## src/rtl/dplca_txop_table.sv

```systemverilog
// dplca_txop_table: D-PLCA TO claim table with two-window aging; DPLCA_CLAIM_STATS_EN adds a registered claim popcount
module dplca_txop_table (
    input  logic         clk,
    input  logic         plca_reset,
    input  logic         dplca_en,
    input  logic         dplca_aging,
    input  logic [1:0]   rx_cmd,
    input  logic         claim_valid,
    input  logic [7:0]   claim_id,
    input  logic [7:0]   claim_node_count,
    input  logic [15:0]  aging_cycles,
    output logic [255:0] txop_claim_table,
    output logic         dplca_txop_table_upd,
    output logic         dplca_new_age,
    output logic [7:0]   dplca_txop_id,
    output logic [7:0]   dplca_txop_node_count,
    output logic [8:0]   dplca_claim_count
);
    localparam logic [1:0] BEACON = 2'b00;
    localparam logic [1:0] NONE   = 2'b10;
    logic [255:0] cur_age, prev_age, cur_next;
    logic [15:0]  beacon_cnt, win;
    logic [1:0]   rx_cmd_d;
    logic         rst, beacon, accept, roll;
    assign rst = plca_reset | ~dplca_en;
    assign beacon = (rx_cmd == BEACON) && (rx_cmd_d != BEACON);
    assign accept = claim_valid && (claim_id != 8'hff);
    assign win = (aging_cycles == 16'd0) ? 16'd1 : aging_cycles;
    assign roll = beacon && dplca_aging && (({1'b0, beacon_cnt} + 17'd1) >= {1'b0, win});
    assign cur_next = cur_age | (accept ? (256'd1 << claim_id) : 256'd0);
    assign txop_claim_table = cur_age | prev_age;
    always_ff @(posedge clk) begin
        if (rst) begin
            cur_age <= '0;
            prev_age <= '0;
            beacon_cnt <= '0;
            rx_cmd_d <= NONE;
            dplca_txop_table_upd <= 1'b0;
            dplca_new_age <= 1'b0;
            dplca_txop_id <= '0;
            dplca_txop_node_count <= '0;
        end else begin
            rx_cmd_d <= rx_cmd;
            dplca_txop_table_upd <= beacon;
            dplca_new_age <= roll;
            if (accept) begin
                dplca_txop_id <= claim_id;
                dplca_txop_node_count <= claim_node_count;
            end
            if (roll) begin
                prev_age <= cur_next;
                cur_age <= '0;
            end else begin
                cur_age <= cur_next;
            end
            if (!dplca_aging || roll) beacon_cnt <= '0;
            else if (beacon) beacon_cnt <= beacon_cnt + 16'd1;
        end
    end
`ifdef DPLCA_CLAIM_STATS_EN
    logic [255:0] next_table;
    logic [8:0]   pop, claim_count;
    assign next_table = roll ? cur_next : (cur_next | prev_age);
    always_comb begin
        pop = '0;
        for (int i = 0; i < 256; i++) pop = pop + {8'd0, next_table[i]};
    end
    always_ff @(posedge clk) begin
        if (rst) claim_count <= '0;
        else if (beacon) claim_count <= pop;
    end
    assign dplca_claim_count = claim_count;
`else
    assign dplca_claim_count = 9'd0;
`endif
endmodule

```

## config.mk

```make
export PLATFORM = sky130hd
export DESIGN_NAME = dplca_txop_table
export DESIGN_NICKNAME = d
export VERILOG_FILES = /design/src/rtl/dplca_txop_table.sv
export SDC_FILE = /design/constraint.sdc
export NUM_CORES = 1
export LEC_CHECK = 0
export ABC_CLOCK_PERIOD_IN_PS = 4500
export CAP_MARGIN = 20
export CORE_MARGIN = 2
export CORE_UTILIZATION = 46
export CTS_BUF_LIST = sky130_fd_sc_hd__clkbuf_4
export CTS_CLUSTER_DIAMETER = 200
export DETAILED_ROUTE_END_ITERATION = 16
export GPL_TIMING_DRIVEN = 1
export PLACE_DENSITY = 0.79
export SKIP_LAST_GASP = 1
export SLEW_MARGIN = 40
export SYNTH_ARGS = -nofsm -noshare
export SYNTH_HDL_FRONTEND = slang
export SYNTH_SLANG_ARGS = --single-unit
```

## constraint.sdc

```tcl
create_clock -name clk -period 4.5 [get_ports clk]
set_clock_uncertainty 0.05 [all_clocks]
set_input_delay 0.45 -clock clk [delete_from_list [all_inputs] [get_ports clk]]
set_output_delay 0.45 -clock clk [all_outputs]
set_load 0.02 [all_outputs]
```

After elaboration in Yosys (flattened, before gate mapping)

Index checks and enable logic that the tools add are counted.
W data, S select, Z words.

Shift operators: 1
Reduce and logical (&&, ||, !) cells: 11
Multiplexer cells: 2
$lt $le $gt $ge: 1
Add/sub/neg operators: 2
Bitwise gates (word level): 4
Equal/unequal tests: 1

Operator list:

| kind                    | number |
|---|---|
| $or A256 B256 Y256      | 2 |
| $mux W256               | 1 |
| $shl A1 B8 Y256 const A | 1 |
| $add A16 B1 Y17 const B | 1 |
| $ge A17 B16 Y1          | 1 |
| $add A16 B1 Y16 const B | 1 |
| $logic_not A16 Y1       | 1 |
| $mux W16                | 1 |
| $ne A8 B8 Y1 const B    | 1 |
| $logic_and A1 B1 Y1     | 4 |
| $reduce_or A2 Y1        | 2 |
| $logic_not A2 Y1        | 1 |
| $reduce_bool A2 Y1      | 1 |
| $logic_not A1 Y1        | 1 |
| $logic_or A1 B1 Y1      | 1 |
| $not A1 Y1              | 1 |
| $or A1 B1 Y1            | 1 |

Logic and storage cells: 30
Flip-flop bits (word level): 548
Output and inout bits: 283
Bits of input ports: 39

Logic depth before layout (Yosys ltp)

Gate-level depths: netlist (run 1).

Word-level depth: 6
Depth in mapped cells: 15
Gate-level depth less buffers: 12

Least setup slack after synthesis (run 1)

OpenSTA, ideal clock, no wires.

Path kind: reg2reg
From: register beacon_cnt[0]
To: register cur_age[200]
Stages on the path, launching flop included: 15
Data arrival time: 3.244 ns
Slack: 1.086 ns
Cell sequence: dfxtp_1 ha_1 nand3_2 or3_1 clkbuf_1 nor2_1 xor2_1 ha_1 nand3_1 or4_4 o211a_4 o21ai_2 buf_4 buf_2 nor2_1

Cells in the longest elaborated chain, start to end: 4

RTL lines:

| what                              | line | text |
|---|---|---|
| start, declared                   | 22   | `logic [15:0] beacon_cnt, win;` |
| start signal, assigned            | 57   | `else if (beacon) beacon_cnt <= beacon_cnt + 16'd1;` |
| $add A16 B1 Y17                   | 29   | `assign roll = beacon && dplca_aging && (({1'b0, beacon_cnt} + 17'd1) >= {1'b0, win});` |
| $ge A17 B16 Y1                    | 29   |  |
| $logic_and A1 B1 Y1               | 29   |  |
| $reduce_or A2 Y1 (no source line) | n/a  |  |
| end signal, assigned              | 54   | `cur_age <= cur_next;` |
| end, declared                     | 21   | `logic [255:0] cur_age, prev_age, cur_next;` |

No other way between the ends.
A chain may end at the register's enable or synchronous reset.

Final worst setup path (run 1)

From: register beacon_cnt[0]
To: register cur_age[92]

The elaborated chain is that of the path after synthesis.

==> results.json, run 1 <==
{
  "drc": 0,
  "hold_violations": 0,
  "drt_iter0_drc": 1572,
  "use_met2": 0.444,
  "grt_max_degree": 124,
  "ios": 322,
  "cts_setup_buffers": 0,
  "timing.setup.tns_ns": 0,
  "cts_sinks": 548,
  "period_share": 0.893,
  "clockBufferDepth": 3,
  "busiest_layer": "met2",
  "slowest_delay_ns": 0.58,
  "grt_pass1_vias": 19100,
  "period_minus_slack_ns": 4.02,
  "maxCapViolCount": 0,
  "r2r_start": "beacon_cnt[0]$_SDFFE_PP0P_",
  "cts_tree": "built",
  "ctsResizeCount": 0,
  "fmax_ghz": 0.249,
  "final_common_cell": "dfxtp_1",
  "cts_buffers": 143,
  "die-area_um2": 50000,
  "tightest_slew_ns": 0.868,
  "synth_cell_type_count": 45,
  "num_vias": 19200,
  "nets": 2708,
  "power.leakage_nw": 10.2,
  "place_ws_ns": 0.557,
  "syn_inst": 2301,
  "maxSlewHeadroom": 0.422,
  "hold_class": "primary input to register",
  "nFillCells": 4038,
  "hold_start": "claim_node_count[7]",
  "area_delta_synth_final_pct": 25.6,
  "grt_first_pass_wirelength_um": 106000,
  "final_cell_mix": "548 x dfxtp_1, 513 x a21oi_1, 330 x nor2_1",
  "ant_nets": 0,
  "setup_ws_ns": 0.481,
  "slowest_stage": "or4_4",
  "grt_overflow": 0,
  "final_cells": 3365,
  "rr_worst_depth": 12,
  "ctsHoldBuffers": 9,
  "final-setup-viol-count": 0,
  "crit_path_start_kind": "register",
  "status": "complete, no violations",
  "placed_cells": 3113,
  "ys.warnings.count": 0,
  "drt_wl_total_um": 70200,
  "rsz0062_at_grt": "no",
  "cp_data_arrival_time_ns": 4.78,
  "antenna_found_initial": 2,
  "core_region_area_um2": 47600,
  "worst_hold_slack_ns": 0.0943,
  "cts_htree_levels": 4,
  "drt_pre_antenna_iters": 7,
  "grt_usage": 0.276,
  "p_per_area_nw_per_um2": 348,
  "die_x_um": 224,
  "die-height_um": 224,
  "ir_drop_mv": 0.261,
  "regToRegEndpoint": "cur_age[92]$_SDFF_PP0_",
  "cts_root_buf": "clkbuf_4",
  "ys_ff_latch": 548,
  "clk_latency_ns": 0.99,
  "gp_congestion": 0.829,
  "hold_end": "dplca_txop_node_count[7]$_SDFFE_PP0P_",
  "final_max_slew_viol_count": 0,
  "path_clk_slew_ns": 0.06,
  "endpoint_kind": "register",
  "wl_per_cell_um": 20.9,
  "use_met3": 0.0661,
  "viasPerCell": 5.70,
  "rrSetupSlack_ns": 0.48,
  "grt_util_met1": 0.341,
  "synth_seq_area_share": 0.495,
  "synth_area_per_cell_um2": 9.63,
  "port_buffers": 312,
  "netlist_area_um2": 22200,
  "start_util": 0.465,
  "cp.required_ns": 5.26,
  "drive_above_1_share": 0.301,
  "critPathKind": "register to register",
  "dp_hpwl_um": 46600,
  "cp_max_fo": 123,
  "whs_path_depth": 3,
  "fp-row-count": 80,
  "path_cells": "ha_1, nand3_2, or3_1, nor2_1, xor2_1, ha_1, nand3_1, or4_4, o211a_4, o21ai_4, buf_12, nor2_1"
}
## how the worst max path moves through the flow
stage | startpoint | to | slack (ns) | cells past startpoint
floorplan | beacon_cnt[0]$_SDFFE_PP0P_ | cur_age[200]$_SDFF_PP0_ | 1.09 | 14
global placement | beacon_cnt[0]$_SDFFE_PP0P_ | prev_age[63]$_SDFFE_PP0P_ | 0.62 | 13
detailed placement | beacon_cnt[0]$_SDFFE_PP0P_ | cur_age[106]$_SDFF_PP0_ | 0.56 | 12
CTS | beacon_cnt[0]$_SDFFE_PP0P_ | cur_age[103]$_SDFF_PP0_ | 0.53 | 12
global route | beacon_cnt[0]$_SDFFE_PP0P_ | cur_age[151]$_SDFF_PP0_ | 0.22 | 12
finish | beacon_cnt[0]$_SDFFE_PP0P_ | cur_age[92]$_SDFF_PP0_ | 0.48 | 12
## flip-flops by register name, indices dropped and copies added (netlist names)
register               count
dplca_new_age              1
dplca_txop_id              8
cur_age                  256
beacon_cnt                16
rx_cmd_d                   2
prev_age                 256
dplca_txop_table_upd       1
dplca_txop_node_count      8
## area by class of cell
class                           count  area (µm²)  share of cell area
Antenna cell                        3        7.51            0.000270
Clock buffer                      210        1580              0.0566
Clock inverter                     30         260             0.00935
Inverter                           17        63.8             0.00229
Multi-Input combinational cell   1557       10100               0.364
Sequential cell                   548       11000               0.394
Tap cell                          615         769              0.0276
Timing Repair Buffer              385        4060               0.146
## power by group
group	internal, mW	total [mW]	switching [mW]
registers	4.86	4.86	0.00474
logic	0.113	0.410	0.297
clock network	2.41	4.42	2.01
total	7.38	9.69	2.31
## through the flow
step | power [mW] | cell area, µm² | util
floorplan | 5.19 | 22200 | -
global placement | 5.35 | 25800 | 0.541
detailed placement | 5.37 | 25900 | 0.544
CTS | 9.77 | 27800 | 0.584
global route | 10.0 | 27800 | 0.584
finish | 9.69 | 27800 | 0.584
## worst max-delay path, delay by kind of cell (launching register included)
family / cells / cell delay (ns)
simple gates: 6 / 1.63
fa+ha+maj: 2 / 0.55
compound gates: 2 / 0.53
buf+inv: 1 / 0.43
flops: 1 / 0.42
xor+xnor: 1 / 0.09
## Yosys cell counts, drive strengths merged
library cell | n | share of area
a21boi | 1 | 0.00034
a311oi | 1 | 0.0012
nor2b | 9 | 0.0025
nor4 | 3 | 0.00085
a21oi | 513 | 0.12
and2 | 5 | 0.0014
and4 | 2 | 0.00079
or4 | 1 | 0.00051
and3 | 2 | 0.0010
o21ai | 5 | 0.0013
nand3 | 13 | 0.0032
a2bb2oi | 1 | 0.00040
ha | 17 | 0.0096
xor2 | 13 | 0.0051
nor2 | 345 | 0.059
buf | 100 | 0.036
or3 | 2 | 0.00056
dfxtp | 548 | 0.49
nor3 | 18 | 0.0050
nor3b | 1 | 0.00056
nand2b | 10 | 0.0028
clkbuf | 87 | 0.015
mux2i | 14 | 0.0063
a41o | 1 | 0.00045
o21a | 3 | 0.0010
inv | 17 | 0.0029
conb | 1 | 0.00017
a21o | 2 | 0.00068
o211a | 1 | 0.00079
or2 | 258 | 0.073
nand4 | 6 | 0.0017
xnor2 | 14 | 0.0055
a211oi | 256 | 0.14
a31oi | 8 | 0.0023
nand2 | 22 | 0.0037
o211ai | 1 | 0.00096
## cell families after synthesis
| kind of cell | share of synthesized area |
|---|---|
| xor+xnor | 0.0107 |
| simple gates | 0.156 |
| other cells | 0.000169 |
| compound gates | 0.269 |
| buf+inv | 0.0537 |
| fa+ha+maj | 0.00959 |
| flops | 0.495 |
| mux | 0.00632 |
## metal layers
metal | up-vias | wire [µm]
li1 | 8762 | -
met1 | 9382 | 28300
met2 | 870 | 33300
met3 | 182 | 5390
met4 | 0 | 3280
met5 | - | 0
Note: power is estimated with default switching activity, not from simulation.
==> run 2, diff against run 1 <==
Settings changed: CORE_MARGIN 2 to default.
==> run 2 against run 1 <==
Against the previous run: fmax is 0.84% higher; register-to-register slack improved by 0.03 ns; worst setup slack improved by 0.033 ns; combinational power is 3% lower; largest power group unchanged.
==> results.json, run 2 (same netlist as run 1, synthesis figures left out) <==
{
  "antenna_found_initial": 2,
  "period_share": 0.886,
  "critPathKind": "register to register",
  "cp_data_arrival_time_ns": 4.78,
  "core_region_area_um2": 47600,
  "p_int_mw": 7.27,
  "nets": 2697,
  "grt_usage": 0.278,
  "clockBufferDepth": 3,
  "grt_pass1_vias": 18700,
  "period_minus_slack_ns": 3.99,
  "start_util": 0.465,
  "endpoint_kind": "register",
  "fmax_ghz": 0.251,
  "tightest_slew_ns": 0.871,
  "place_ws_ns": 0.553,
  "cts_buffers": 142,
  "hold_class": "primary input to register",
  "dp_hpwl_um": 45700,
  "num_vias": 19000,
  "nFillCells": 3962,
  "combPwrFrac": 0.042,
  "switching_share": 0.241,
  "viasPerCell": 5.68,
  "grt_max_degree": 115,
  "clk_latency_ns": 1.00,
  "ios": 322,
  "hold_violations": 0,
  "seq_power_share": 0.508,
  "crit_path_start_kind": "register",
  "ant_nets": 0,
  "power.switching_mw": 2.31,
  "grt_first_pass_wirelength_um": 106000,
  "area_delta_synth_final_pct": 24.8,
  "drc": 0,
  "final_max_slew_viol_count": 0,
  "final-setup-viol-count": 0,
  "port_buffers": 312,
  "maxSlewHeadroom": 0.418,
  "cts_root_buf": "clkbuf_4",
  "grt_overflow": 0,
  "cp.required_ns": 5.29,
  "die-area_um2": 49100,
  "path_clk_slew_ns": 0.06,
  "rsz0062_at_grt": "no",
  "drt_wl_total_um": 69700,
  "die-height_um": 222,
  "cts_sinks": 548,
  "cts_tree": "built",
  "die_x_um": 222,
  "drt_pre_antenna_iters": 5,
  "final_cell_mix": "548 x dfxtp_1, 513 x a21oi_1, 333 x nor2_1",
  "gp_congestion": 0.820,
  "wl_per_cell_um": 20.8,
  "pwr-share-clk": 0.451,
  "cp_max_fo": 36,
  "drive_above_1_share": 0.297,
  "cts_setup_buffers": 0,
  "timing.setup.tns_ns": 0,
  "ir_drop_mv": 0.241,
  "cts_htree_levels": 4,
  "final_common_cell": "dfxtp_1",
  "reg.largest.list": "cur_age (256), prev_age (256), beacon_cnt (16)",
  "p_per_area_nw_per_um2": 346,
  "maxCapViolCount": 0,
  "drt_iter0_drc": 1392,
  "setup_ws_ns": 0.515,
  "status": "complete, no violations",
  "power_mw": 9.58,
  "fp-row-count": 80,
  "power.leakage_nw": 10.1
}
-- run 2: cell count changes in the layout (fill, tap and decap cells not counted), sizes merged --
cell         change
diode            +1
clkinv           -5
inv              +4
clkbuf          -11
dlygate4sd3      -3
clkinvlp         -1
buf              -7
-- run 2: final timing paths --
path                                           end  slack [ns]                        from  cells past startpoint
max                     prev_age[182]$_SDFFE_PP0P_        0.51  beacon_cnt[0]$_SDFFE_PP0P_                     13
min          dplca_txop_node_count[3]$_SDFFE_PP0P_        0.07         claim_node_count[3]                      3
max reg2reg             prev_age[182]$_SDFFE_PP0P_        0.51  beacon_cnt[0]$_SDFFE_PP0P_                     13
min reg2reg                cur_age[255]$_SDFF_PP0_        0.39     cur_age[255]$_SDFF_PP0_                      2
-- run 2: per-layer routing --
layer  track usage  wire [µm]  up-vias
met5             0          0        -
met4         0.146       2930        0
met3        0.0681       4840      153
met2         0.440      32900      806
met1         0.350      29100     9316
li1              -          -     8729
-- run 2: stage by stage --
step	hold slack, ns	cells	cell area (µm²)	utilization
2_1_floorplan	0.366	2309	22200	-
3_3_place_gp	0.374	3104	25800	0.540
3_5_place_dp	0.383	3106	25800	0.542
4_1_cts	0.00477	3339	27700	0.581
5_1_grt	0.0727	3340	27700	0.581
6_report	0.0727	3343	27700	0.581
-- run 2: timing repair --
item | in CTS | in global routing
resized for setup | 0 | 0
setup endpoints to repair | 0 | 0
hold buffers | 6 | 0
endpoints found under the hold margin | 6 | 0
-- run 2: final cells by class --
class / count / area [µm²] / share of cell area
sequential: 548 / 11000 / 0.396
multi-input combinational: 1557 / 10200 / 0.367
timing repair buffer: 375 / 3940 / 0.142
clock buffer: 199 / 1490 / 0.0540
tap: 615 / 769 / 0.0278
clock inverter: 28 / 265 / 0.00959
inverter: 17 / 63.8 / 0.00231
antenna: 4 / 10.0 / 0.000362
-- run 2: power by group through the flow --
stage	logic, mW	clock network (mW)	registers, mW
after detailed placement	0.388	0	4.97
after CTS	0.393	4.40	4.86
after global placement	0.379	0	4.97
after global routing	0.416	4.67	4.86
after floorplan	0.217	0	4.98
final	0.398	4.32	4.86
-- run 2: worst max-delay path, stage by stage (launching register included) --
cell and delay [ns]:
dfxtp_1 0.42, ha_1 0.26, nand3_2 0.19, or3_1 0.44, nor2_1 0.15, xor2_1 0.08, ha_1 0.30, nand3_1 0.12
or4_4 0.59, o211a_4 0.31, nor2_4 0.18, buf_12 0.29, buf_4 0.34, a211oi_2 0.11
==> run 3, diff against run 2 <==
Settings changed: CAP_MARGIN 20 to default, HOLD_SLACK_MARGIN from default to 0.02.
==> run 3 against run 2 <==
Against the previous run: count of clock-buffer cells in the layout did not move; via count fell by 0.37%; fmax barely moved; worst setup slack improved by 0.00084 ns; sequential power barely moved; die area did not move; non-clock buffer count rose by 3; global-route usage barely moved; utilization rose by 0.058 points; routed wire length rose by 0.14%; critical path depth did not move; critical endpoint is now prev_age[64]$_SDFFE_PP0P_; highest routed layer unchanged.
==> results.json, run 3 (same netlist as run 1, synthesis figures left out) <==
{
  "status": "complete, no violations",
  "drc": 0,
  "power.leakage_nw": 10.1,
  "ios": 322,
  "clk_latency_ns": 1.00,
  "ctsHoldBuffers": 9,
  "hold_violations": 0,
  "cts_buffers": 142,
  "die-height_um": 222,
  "num_vias": 18900,
  "reg.largest.list": "cur_age (256), prev_age (256), beacon_cnt (16)",
  "maxSlewHeadroom": 0.409,
  "period_share": 0.885,
  "final_util": 0.581,
  "critPathKind": "register to register",
  "tightest_slew_ns": 0.884,
  "port_buffers": 312,
  "cp.required_ns": 5.32,
  "cts_tree": "built",
  "grt_overflow": 0,
  "path_clk_slew_ns": 0.05,
  "drt_pre_antenna_iters": 7,
  "nFillCells": 3957,
  "start_util": 0.465,
  "multi_input_area_um2": 10200,
  "final_max_slew_viol_count": 0,
  "maxCapViolCount": 0,
  "area_delta_synth_final_pct": 25.0,
  "nets": 2700,
  "cts_htree_levels": 4,
  "fp-row-count": 80,
  "period_minus_slack_ns": 3.98,
  "grt_pass1_vias": 18700,
  "cp_data_arrival_time_ns": 4.80,
  "ir_drop_mv": 0.241,
  "final-seq-area_um2": 11000,
  "grt_max_degree": 115,
  "die-area_um2": 49100,
  "die_x_um": 222,
  "timing.setup.tns_ns": 0,
  "gp_congestion": 0.820,
  "final_common_cell": "dfxtp_1",
  "ctsResizeCount": 0,
  "grt_usage": 0.278,
  "crit_path_start_kind": "register",
  "drive_above_1_share": 0.296,
  "core_region_area_um2": 47600,
  "cp_max_fo": 61,
  "rsz0062_at_grt": "no",
  "cts_root_buf": "clkbuf_4",
  "final_cell_mix": "548 x dfxtp_1, 513 x a21oi_1, 333 x nor2_1",
  "dp_hpwl_um": 45700,
  "drt_wl_total_um": 69800,
  "drt_iter0_drc": 1514,
  "grt_first_pass_wirelength_um": 106000,
  "wl_per_cell_um": 20.9,
  "ant_nets": 0,
  "endpoint_kind": "register",
  "fmax_ghz": 0.251,
  "cts_sinks": 548,
  "hold_class": "primary input to register",
  "p_per_area_nw_per_um2": 346,
  "viasPerCell": 5.66,
  "antenna_found_initial": 2,
  "clockBufferDepth": 3,
  "final-setup-viol-count": 0,
  "cts_setup_buffers": 0
}
[run 3: per-stage QoR]
step / hold WS [ns] / setup slack, ns / power [mW] / cell area, µm² / instances
6_report: 0.0967 / 0.516 / 9.58 / 27700 / 3345
5_1_grt: 0.0943 / 0.318 / 9.94 / 27700 / 3343
4_1_cts: 0.0234 / 0.519 / 9.66 / 27700 / 3342
3_5_place_dp: 0.383 / 0.553 / 5.36 / 25800 / 3106
3_3_place_gp: 0.374 / 0.620 / 5.35 / 25800 / 3104
2_1_floorplan: 0.366 / 1.09 / 5.19 / 22200 / 2309
[run 3: worst paths after layout]
path	start	end	slack, ns	depth (start not counted)
min	claim_node_count[0]	dplca_txop_node_count[0]$_SDFFE_PP0P_	0.1	3
max reg2reg	beacon_cnt[0]$_SDFFE_PP0P_	prev_age[64]$_SDFFE_PP0P_	0.52	13
max	beacon_cnt[0]$_SDFFE_PP0P_	prev_age[64]$_SDFFE_PP0P_	0.52	13
min reg2reg	cur_age[255]$_SDFF_PP0_	cur_age[255]$_SDFF_PP0_	0.39	2
[run 3: metal layers]
metal,GRT usage,up-vias,wire length (µm)
met4,0.146,0,2850
met5,0,-,0
met2,0.440,783,32700
met1,0.350,9268,29400
met3,0.0679,149,4770
li1,-,8733,-
[run 3: layout make-up]
| type | instances | share of cell area |
|---|---|---|
| clock inverters | 28 | 0.00958 |
| multi-input cells | 1557 | 0.367 |
| repair buffers | 378 | 0.143 |
| well taps | 615 | 0.0278 |
| clock buffers | 199 | 0.0539 |
| inverters | 17 | 0.00230 |
| diodes | 3 | 0.000271 |
| flip-flops and latches | 548 | 0.396 |
[run 3: critical path: stages (launching register included)]
cell	delay [ns]
dfxtp_1	0.42
ha_1	0.26
nand3_2	0.19
or3_1	0.44
nor2_1	0.15
xor2_1	0.08
ha_1	0.30
nand3_1	0.12
or4_4	0.59
o211ai_4	0.29
buf_12	0.31
buf_4	0.30
a21oi_1	0.11
a211oi_2	0.21
[run 3: where the power goes]
| group | total (mW) | switching [mW] | leakage (nW) | internal (mW) |
|---|---|---|---|---|
| combinational | 0.400 | 0.295 | 4.62 | 0.105 |
| sequential | 4.86 | 0.00435 | 4.41 | 4.86 |
| clock | 4.32 | 2.01 | 1.04 | 2.31 |
| total | 9.58 | 2.31 | 10.1 | 7.27 |
